[config.mk]
export PLATFORM = sky130hd
export DESIGN_NAME = axi_wr_slave
export DESIGN_NICKNAME = d
export VERILOG_FILES = /design/src/rtl/axi_wr_slave.sv
export SDC_FILE = /design/constraint.sdc
export NUM_CORES = 1
export LEC_CHECK = 0
export ABC_AREA = 1
export CORE_MARGIN = 5
export CORE_UTILIZATION = 53
export CTS_BUF_LIST = sky130_fd_sc_hd__clkbuf_4 sky130_fd_sc_hd__clkbuf_8
export CTS_CLUSTER_SIZE = 28
export DETAILED_ROUTE_END_ITERATION = 8
export PLACE_DENSITY = 0.8
export SYNTH_ARGS = -nofsm -noshare
export SYNTH_HDL_FRONTEND = slang
export SYNTH_SLANG_ARGS = --single-unit
[constraint.sdc]
create_clock -name clk -period 2.8 [get_ports clk]
set_input_delay 0.7 -clock clk [delete_from_list [all_inputs] [get_ports clk]]
set_output_delay 0.7 -clock clk [all_outputs]
set_load 0.01 [all_outputs]
[src/rtl/axi_wr_slave.sv]
// axi_wr_slave: AXI4 write-channel slave. Accepts one AW burst at a time,
// consumes its W beats, expands FIXED/INCR/WRAP addresses into a per-beat
// memory write port and returns a single B response.
// Optional macro AXI_WR_WLAST_CHK_EN: when defined, every W beat checks
// wlast against the beat count and a mismatch turns the burst into SLVERR.
module axi_wr_slave #(
    parameter int DATA_WIDTH = 32,
    parameter int ADDR_WIDTH = 16,
    parameter int STRB_WIDTH = DATA_WIDTH / 8,
    parameter int ID_WIDTH   = 8
) (
    input  logic                  clk,
    input  logic                  rst,
    input  logic [ID_WIDTH-1:0]   s_awid,
    input  logic [ADDR_WIDTH-1:0] s_awaddr,
    input  logic [7:0]            s_awlen,
    input  logic [2:0]            s_awsize,
    input  logic [1:0]            s_awburst,
    input  logic                  s_awvalid,
    output logic                  s_awready,
    input  logic [DATA_WIDTH-1:0] s_wdata,
    input  logic [STRB_WIDTH-1:0] s_wstrb,
    input  logic                  s_wlast,
    input  logic                  s_wvalid,
    output logic                  s_wready,
    output logic [ID_WIDTH-1:0]   s_bid,
    output logic [1:0]            s_bresp,
    output logic                  s_bvalid,
    input  logic                  s_bready,
    output logic                  mem_we,
    output logic [ADDR_WIDTH-1:0] mem_addr,
    output logic [DATA_WIDTH-1:0] mem_wdata,
    output logic [STRB_WIDTH-1:0] mem_wstrb
);

    // Largest legal awsize: one beat may not be wider than the data bus.
    localparam int SIZE_MAX = $clog2(STRB_WIDTH);

    localparam logic [1:0] BURST_FIXED = 2'b00;
    localparam logic [1:0] BURST_INCR  = 2'b01;
    localparam logic [1:0] BURST_WRAP  = 2'b10;
    localparam logic [1:0] BURST_RSVD  = 2'b11;

    typedef enum logic [1:0] {IDLE, DATA, RESP} state_t;

    state_t                state;
    logic [ID_WIDTH-1:0]   id_q;
    logic [ADDR_WIDTH-1:0] cur_addr;
    logic [ADDR_WIDTH-1:0] wrap_mask;
    logic [7:0]            len_q;
    logic [7:0]            beat;
    logic [2:0]            size_q;
    logic [1:0]            burst_q;
    logic                  err;

    logic [ADDR_WIDTH-1:0] aw_nbytes;
    logic [ADDR_WIDTH-1:0] nbytes;
    logic [ADDR_WIDTH-1:0] next_addr;
    logic                  aw_len_wrap_ok;
    logic                  aw_err;
    logic                  w_hs;
    logic                  last_beat;
    logic                  wlast_bad;
    logic                  beat_err;

    assign aw_nbytes = ADDR_WIDTH'(1) << s_awsize;
    assign nbytes    = ADDR_WIDTH'(1) << size_q;

    assign aw_len_wrap_ok = (s_awlen == 8'd1) || (s_awlen == 8'd3) ||
                            (s_awlen == 8'd7) || (s_awlen == 8'd15);
    assign aw_err = (s_awburst == BURST_RSVD) ||
                    (int'(s_awsize) > SIZE_MAX) ||
                    ((s_awburst == BURST_WRAP) && !aw_len_wrap_ok);

    assign w_hs      = s_wvalid && s_wready;
    assign last_beat = (beat == len_q);

`ifdef AXI_WR_WLAST_CHK_EN
    assign wlast_bad = (s_wlast != last_beat);
`else
    logic unused_wlast;
    assign unused_wlast = s_wlast;
    assign wlast_bad    = 1'b0;
`endif

    // A wlast mismatch poisons the beat on which it is seen, not just later ones.
    assign beat_err = err || wlast_bad;

    // Address of the beat after cur_addr for the captured burst type.
    always_comb begin
        next_addr = cur_addr;
        case (burst_q)
            BURST_FIXED: next_addr = cur_addr;
            BURST_INCR:  next_addr = (cur_addr & ~(nbytes - ADDR_WIDTH'(1))) + nbytes;
            BURST_WRAP:  next_addr = (cur_addr & ~wrap_mask) | ((cur_addr + nbytes) & wrap_mask);
            default:     next_addr = cur_addr;
        endcase
    end

    // Burst FSM with registered handshakes, B response and memory write port.
    always_ff @(posedge clk) begin
        if (rst) begin
            state     <= IDLE;
            s_awready <= 1'b0;
            s_wready  <= 1'b0;
            s_bvalid  <= 1'b0;
            s_bresp   <= 2'b00;
            s_bid     <= '0;
            mem_we    <= 1'b0;
            mem_addr  <= '0;
            mem_wdata <= '0;
            mem_wstrb <= '0;
            id_q      <= '0;
            cur_addr  <= '0;
            wrap_mask <= '0;
            len_q     <= '0;
            beat      <= '0;
            size_q    <= '0;
            burst_q   <= '0;
            err       <= 1'b0;
        end else begin
            // NOTE: non-blocking throughout; this default is overridden by a later
            // assignment in the same cycle, which is what makes mem_we a 1-cycle pulse.
            mem_we <= 1'b0;
            case (state)
                IDLE: begin
                    s_awready <= 1'b1;
                    if (s_awvalid && s_awready) begin
                        id_q      <= s_awid;
                        cur_addr  <= s_awaddr;
                        len_q     <= s_awlen;
                        size_q    <= s_awsize;
                        burst_q   <= s_awburst;
                        // For the legal wrap lengths (len+1 a power of two) this
                        // equals (len+1)*nbytes - 1 without a multiplier.
                        wrap_mask <= (ADDR_WIDTH'(s_awlen) << s_awsize) |
                                     (aw_nbytes - ADDR_WIDTH'(1));
                        beat      <= '0;
                        err       <= aw_err;
                        s_awready <= 1'b0;
                        s_wready  <= 1'b1;
                        state     <= DATA;
                    end
                end
                DATA: begin
                    if (w_hs) begin
                        mem_we    <= ~beat_err;
                        mem_addr  <= cur_addr;
                        mem_wdata <= s_wdata;
                        mem_wstrb <= s_wstrb;
                        err       <= beat_err;
                        beat      <= beat + 8'd1;
                        cur_addr  <= next_addr;
                        // The beat count, not wlast, ends the burst.
                        if (last_beat) begin
                            s_wready <= 1'b0;
                            s_bvalid <= 1'b1;
                            s_bid    <= id_q;
                            s_bresp  <= beat_err ? 2'b10 : 2'b00;
                            state    <= RESP;
                        end
                    end
                end
                RESP: begin
                    if (s_bready) begin
                        s_bvalid  <= 1'b0;
                        s_awready <= 1'b1;
                        state     <= IDLE;
                    end
                end
                default: state <= IDLE;
            endcase
        end
    end

endmodule
==> flow_results.xml <==
<?xml version="1.0" encoding="UTF-8"?>
<metrics>
  <group name="clock_network">
    <metric name="ctsResizeCount" unit="">0</metric>
    <metric name="htree_levels" unit="">4</metric>
    <metric name="cts_made_buffers" unit="">17</metric>
    <metric name="cts_sinks" unit="">129</metric>
    <metric name="clock-root-buffer" unit="">sky130_fd_sc_hd__clkbuf_8</metric>
    <metric name="clkSlewWorstSetupHoldPaths" unit="ns">0.08</metric>
    <metric name="worst_skew_pair.late_latency" unit="ns">0.46</metric>
    <metric name="cts_tree" unit="">yes</metric>
    <metric name="cts_setup_buffers" unit="">0</metric>
    <metric name="cts_max_path_buffers" unit="">2</metric>
    <metric name="postCtsHoldBufs" unit="">0</metric>
  </group>
  <group name="synth">
    <metric name="synth-xor-area-share" unit="%">1.63</metric>
    <metric name="synth-adder-area-share" unit="%">3.34</metric>
    <metric name="synth_area_leaders" unit="">sky130_fd_sc_hd__dfxtp_1 37%, sky130_fd_sc_hd__o21ai_0 9.3%, sky130_fd_sc_hd__nor2_1 9.1%, sky130_fd_sc_hd__nand2_1 9.1%, sky130_fd_sc_hd__a21oi_1 5.7%</metric>
    <metric name="yosys.area_share.simple" unit="%">29.5</metric>
    <metric name="synth_register_bits" unit="">129</metric>
    <metric name="yosysWarnings" unit="">0</metric>
    <metric name="synth_enable_flop_cells" unit="">0</metric>
    <metric name="synth_top_family_by_area" unit="">simple AND/OR/NAND/NOR gates</metric>
    <metric name="syn_area" unit="sq um">6980</metric>
    <metric name="synth.area.mux_share" unit="%">0</metric>
    <metric name="ys.flop_type" unit="">sky130_fd_sc_hd__dfxtp_1</metric>
    <metric name="synthDistinctLibCells" unit="">48</metric>
    <metric name="seq_area_frac_synth" unit="%">37.0</metric>
    <metric name="fraction_of_the_mapped_netlist_area_in_compound_gates" unit="%">19.7</metric>
    <metric name="synthCells" unit="">1030</metric>
    <metric name="synthArstFlopShare" unit="%">0</metric>
    <metric name="synth_top_area_share" unit="%">37.0</metric>
    <metric name="top_cells_by_count_synth" unit="">170 x sky130_fd_sc_hd__nor2_1, 169 x sky130_fd_sc_hd__nand2_1, 129 x sky130_fd_sc_hd__dfxtp_1, 129 x sky130_fd_sc_hd__o21ai_0, 91 x sky130_fd_sc_hd__inv_1</metric>
    <metric name="yosysMostFrequentCell" unit="">sky130_fd_sc_hd__nor2_1</metric>
    <metric name="yosysTopAreaCell" unit="">sky130_fd_sc_hd__dfxtp_1</metric>
    <metric name="avgSynthCellArea" unit="sq um">6.77</metric>
    <metric name="synthesis.nets" unit="">1127</metric>
  </group>
  <group name="timing">
    <metric name="report.final.slew_viol_count" unit="">0</metric>
    <metric name="timing.final.setup_violations" unit="">0</metric>
    <metric name="min_period" unit="ns">2.59</metric>
    <metric name="timing_worst_slew_pin_value" unit="ns">0.527</metric>
    <metric name="post-route-period-util" unit="%">92.6</metric>
    <metric name="hold-worst-slack" unit="ns">0.464</metric>
    <metric name="hold_viol" unit="">0</metric>
    <metric name="timing.fmax" unit="MHz">386</metric>
    <metric name="max-slew-margin-rel" unit="%">64.8</metric>
    <metric name="finalClockSkew" unit="ns">0.0109</metric>
    <metric name="final_setup_slack_of_the_worst_path" unit="ns">0.208</metric>
    <metric name="unrepaired_setup_endpoints_after_global_routing" unit="">no</metric>
    <metric name="totalNegativeSetupSlack" unit="ns">0</metric>
  </group>
  <group name="routing">
    <metric name="detailroute.via_count" unit="">7191</metric>
    <metric name="finalWirelength" unit="mm">19.7</metric>
    <metric name="residual_antenna_violating_net_count_after_detailed_routing" unit="">0</metric>
    <metric name="drt_iter0_drc" unit="">562</metric>
    <metric name="drt_pass1_iterations" unit="">5</metric>
    <metric name="detail_route.vias_per_cell" unit="">5.33</metric>
    <metric name="detail_route.drc_violations" unit="">0</metric>
    <metric name="routedWlPerCell" unit="um">14.6</metric>
  </group>
  <group name="die">
    <metric name="die_height" unit="um">125</metric>
    <metric name="fp.dieW" unit="um">125</metric>
    <metric name="design.core.area" unit="sq um">13100</metric>
    <metric name="boundaryPins" unit="">145</metric>
    <metric name="placement_rows" unit="">42</metric>
    <metric name="initial_utilization" unit="%">53.3</metric>
    <metric name="die_area" unit="sq um">15600</metric>
  </group>
  <group name="global_route">
    <metric name="overflow" unit="">0</metric>
    <metric name="maximum_number_of_pins_on_one_net_before_global_route_repair" unit="">95</metric>
    <metric name="all_layer_global_routing_usage" unit="%">25.3</metric>
    <metric name="wire_length_of_the_first_global_routing_pass" unit="mm">32.6</metric>
    <metric name="grt_antenna_before_repair" unit="">0</metric>
    <metric name="first_global_vias" unit="">6942</metric>
  </group>
  <group name="critical_path">
    <metric name="timing.critical_path.fanout_max" unit="">8</metric>
    <metric name="timing.critical_path.required" unit="ns">3.12</metric>
    <metric name="critical_path.max_stage_delay" unit="ns">0.36</metric>
    <metric name="worst_setup_path_startpoint" unit="">size_q[2]</metric>
    <metric name="crit_path_end_kind" unit="">register</metric>
    <metric name="timing.critical_path.from_type" unit="">register</metric>
    <metric name="path_delay_family" unit="">simple AND/OR/NAND/NOR gates</metric>
    <metric name="arrival" unit="ns">2.92</metric>
    <metric name="critical_path.slowest_cell" unit="">sky130_fd_sc_hd__fa_2</metric>
    <metric name="worstReg2RegStart" unit="">size_q[2]</metric>
    <metric name="criticalPathCategory" unit="">reg2reg</metric>
    <metric name="critical_path_cell_by_cell" unit="">buf_4 -&gt; inv_4 -&gt; nand2_1 -&gt; inv_1 -&gt; ha_1 -&gt; inv_1 -&gt; fa_2 -&gt; nor2_1 -&gt; nand3_1 -&gt; nand2_1 -&gt; nand2_1 -&gt; nand2_4 -&gt; nand3_1 -&gt; nand3_1 -&gt; o21ai_0 -&gt; inv_1 -&gt; nand2_1 -&gt; nand2_1 -&gt; a21oi_2</metric>
    <metric name="crit_buf_inv" unit="">5</metric>
    <metric name="critPathMostFrequentCell" unit="">sky130_fd_sc_hd__nand2_1</metric>
  </group>
  <group name="placement">
    <metric name="dp_worst_setup_slack" unit="ns">0.206</metric>
    <metric name="routabilityCongestion" unit="">0.965</metric>
    <metric name="numPortBuffers" unit="">142</metric>
    <metric name="hpwl" unit="mm">14.2</metric>
  </group>
  <group name="pwr">
    <metric name="ir_worst_vdd" unit="mV">0.419</metric>
    <metric name="power-per-cell-area" unit="nW/um^2">504</metric>
    <metric name="p_leak" unit="nW">3.81</metric>
  </group>
  <group name="outcome">
    <metric name="outcome" unit="">completed</metric>
  </group>
  <group name="flow_run">
    <metric name="max_cap_viol_count" unit="">0</metric>
  </group>
  <group name="finish">
    <metric name="inserted_diodes" unit="">0</metric>
    <metric name="area_growth_syn_to_layout" unit="%">28.9</metric>
    <metric name="number_of_nets_at_the_end_of_the_flow" unit="">1257</metric>
    <metric name="layout-drive-gt1-share" unit="%">9.55</metric>
  </group>
  <group name="worst_hold_path">
    <metric name="hp-start" unit="">s_bvalid</metric>
    <metric name="hp-class" unit="">reg2reg</metric>
  </group>
</metrics>
-- cell type report --
cell class | count | area [sq um]
Fill cell | 1116 | 4090
Multi-Input combinational cell | 750 | 3810
Sequential cell | 129 | 2580
Timing Repair Buffer | 163 | 1620
Inverter | 99 | 375
Clock buffer | 21 | 277
Tap cell | 176 | 220
Clock inverter | 11 | 106
-- final timing paths --
check                                end  slack (ns)  cells after the start
worst max-delay path            register        0.21                     19
worst min-delay path            s_bvalid        0.46                      2
worst max register to register  register        0.21                     19
worst min register to register  s_bvalid        0.46                      2
-- placed cells by master (no fill, tap or decap), types with 10 or more instances in the layout --
cell	synthesis	layout
sky130_fd_sc_hd__o31ai_1	12	12
sky130_fd_sc_hd__buf_4	3	18
sky130_fd_sc_hd__dfxtp_1	129	127
sky130_fd_sc_hd__inv_1	91	90
sky130_fd_sc_hd__nand2_1	169	169
sky130_fd_sc_hd__nor2_1	170	165
sky130_fd_sc_hd__nand4_1	10	10
sky130_fd_sc_hd__nand2_2	13	12
sky130_fd_sc_hd__a21oi_1	79	79
sky130_fd_sc_hd__nand3_1	72	71
sky130_fd_sc_hd__ha_1	17	17
sky130_fd_sc_hd__clkbuf_8	0	19
sky130_fd_sc_hd__clkdlybuf4s50_1	0	142
sky130_fd_sc_hd__o21ai_0	129	129
-- stage by stage --
stage	power, mW	utilization, %	instances	cell area [sq um]
CTS	4.55	68.6	1349	8970
detailed placement	3.02	65.6	1317	8590
global placement	3.01	65.6	1317	8590
finish	4.54	68.7	1349	8990
global route	4.77	68.7	1349	8990
floorplan	2.65	-	1030	6980
-- worst min-delay path, stage by stage (launching register included) --
cell	delay, ns
sky130_fd_sc_hd__dfxtp_1	0.32
sky130_fd_sc_hd__inv_1	0.05
sky130_fd_sc_hd__a21oi_1	0.06
-- kinds of logic after synthesis --
logic type | Yosys count
and+or+nand+nor | 470
AOI/OAI and AO/OA | 248
buffers and inverters | 151
DFF | 129
adders and majority gates | 18
xor gates and xnor gates | 13
other | 1
-- layer usage --
layer	routed length, um	track usage (%)	up-vias
met3	2100	10.8	37
met2	9060	41.7	286
met4	435	9.41	0
met5	0	0	-
met1	8120	29.2	3210
li1	-	-	3658
-- where the power goes --
| part | leakage, nW | switching, mW | internal, mW |
|---|---|---|---|
| clock network | 0.190 | 0.774 | 0.773 |
| logic | 2.57 | 0.574 | 0.392 |
| registers | 1.05 | 0.0843 | 1.94 |
No activity file was read; power rests on OpenSTA's default activity.
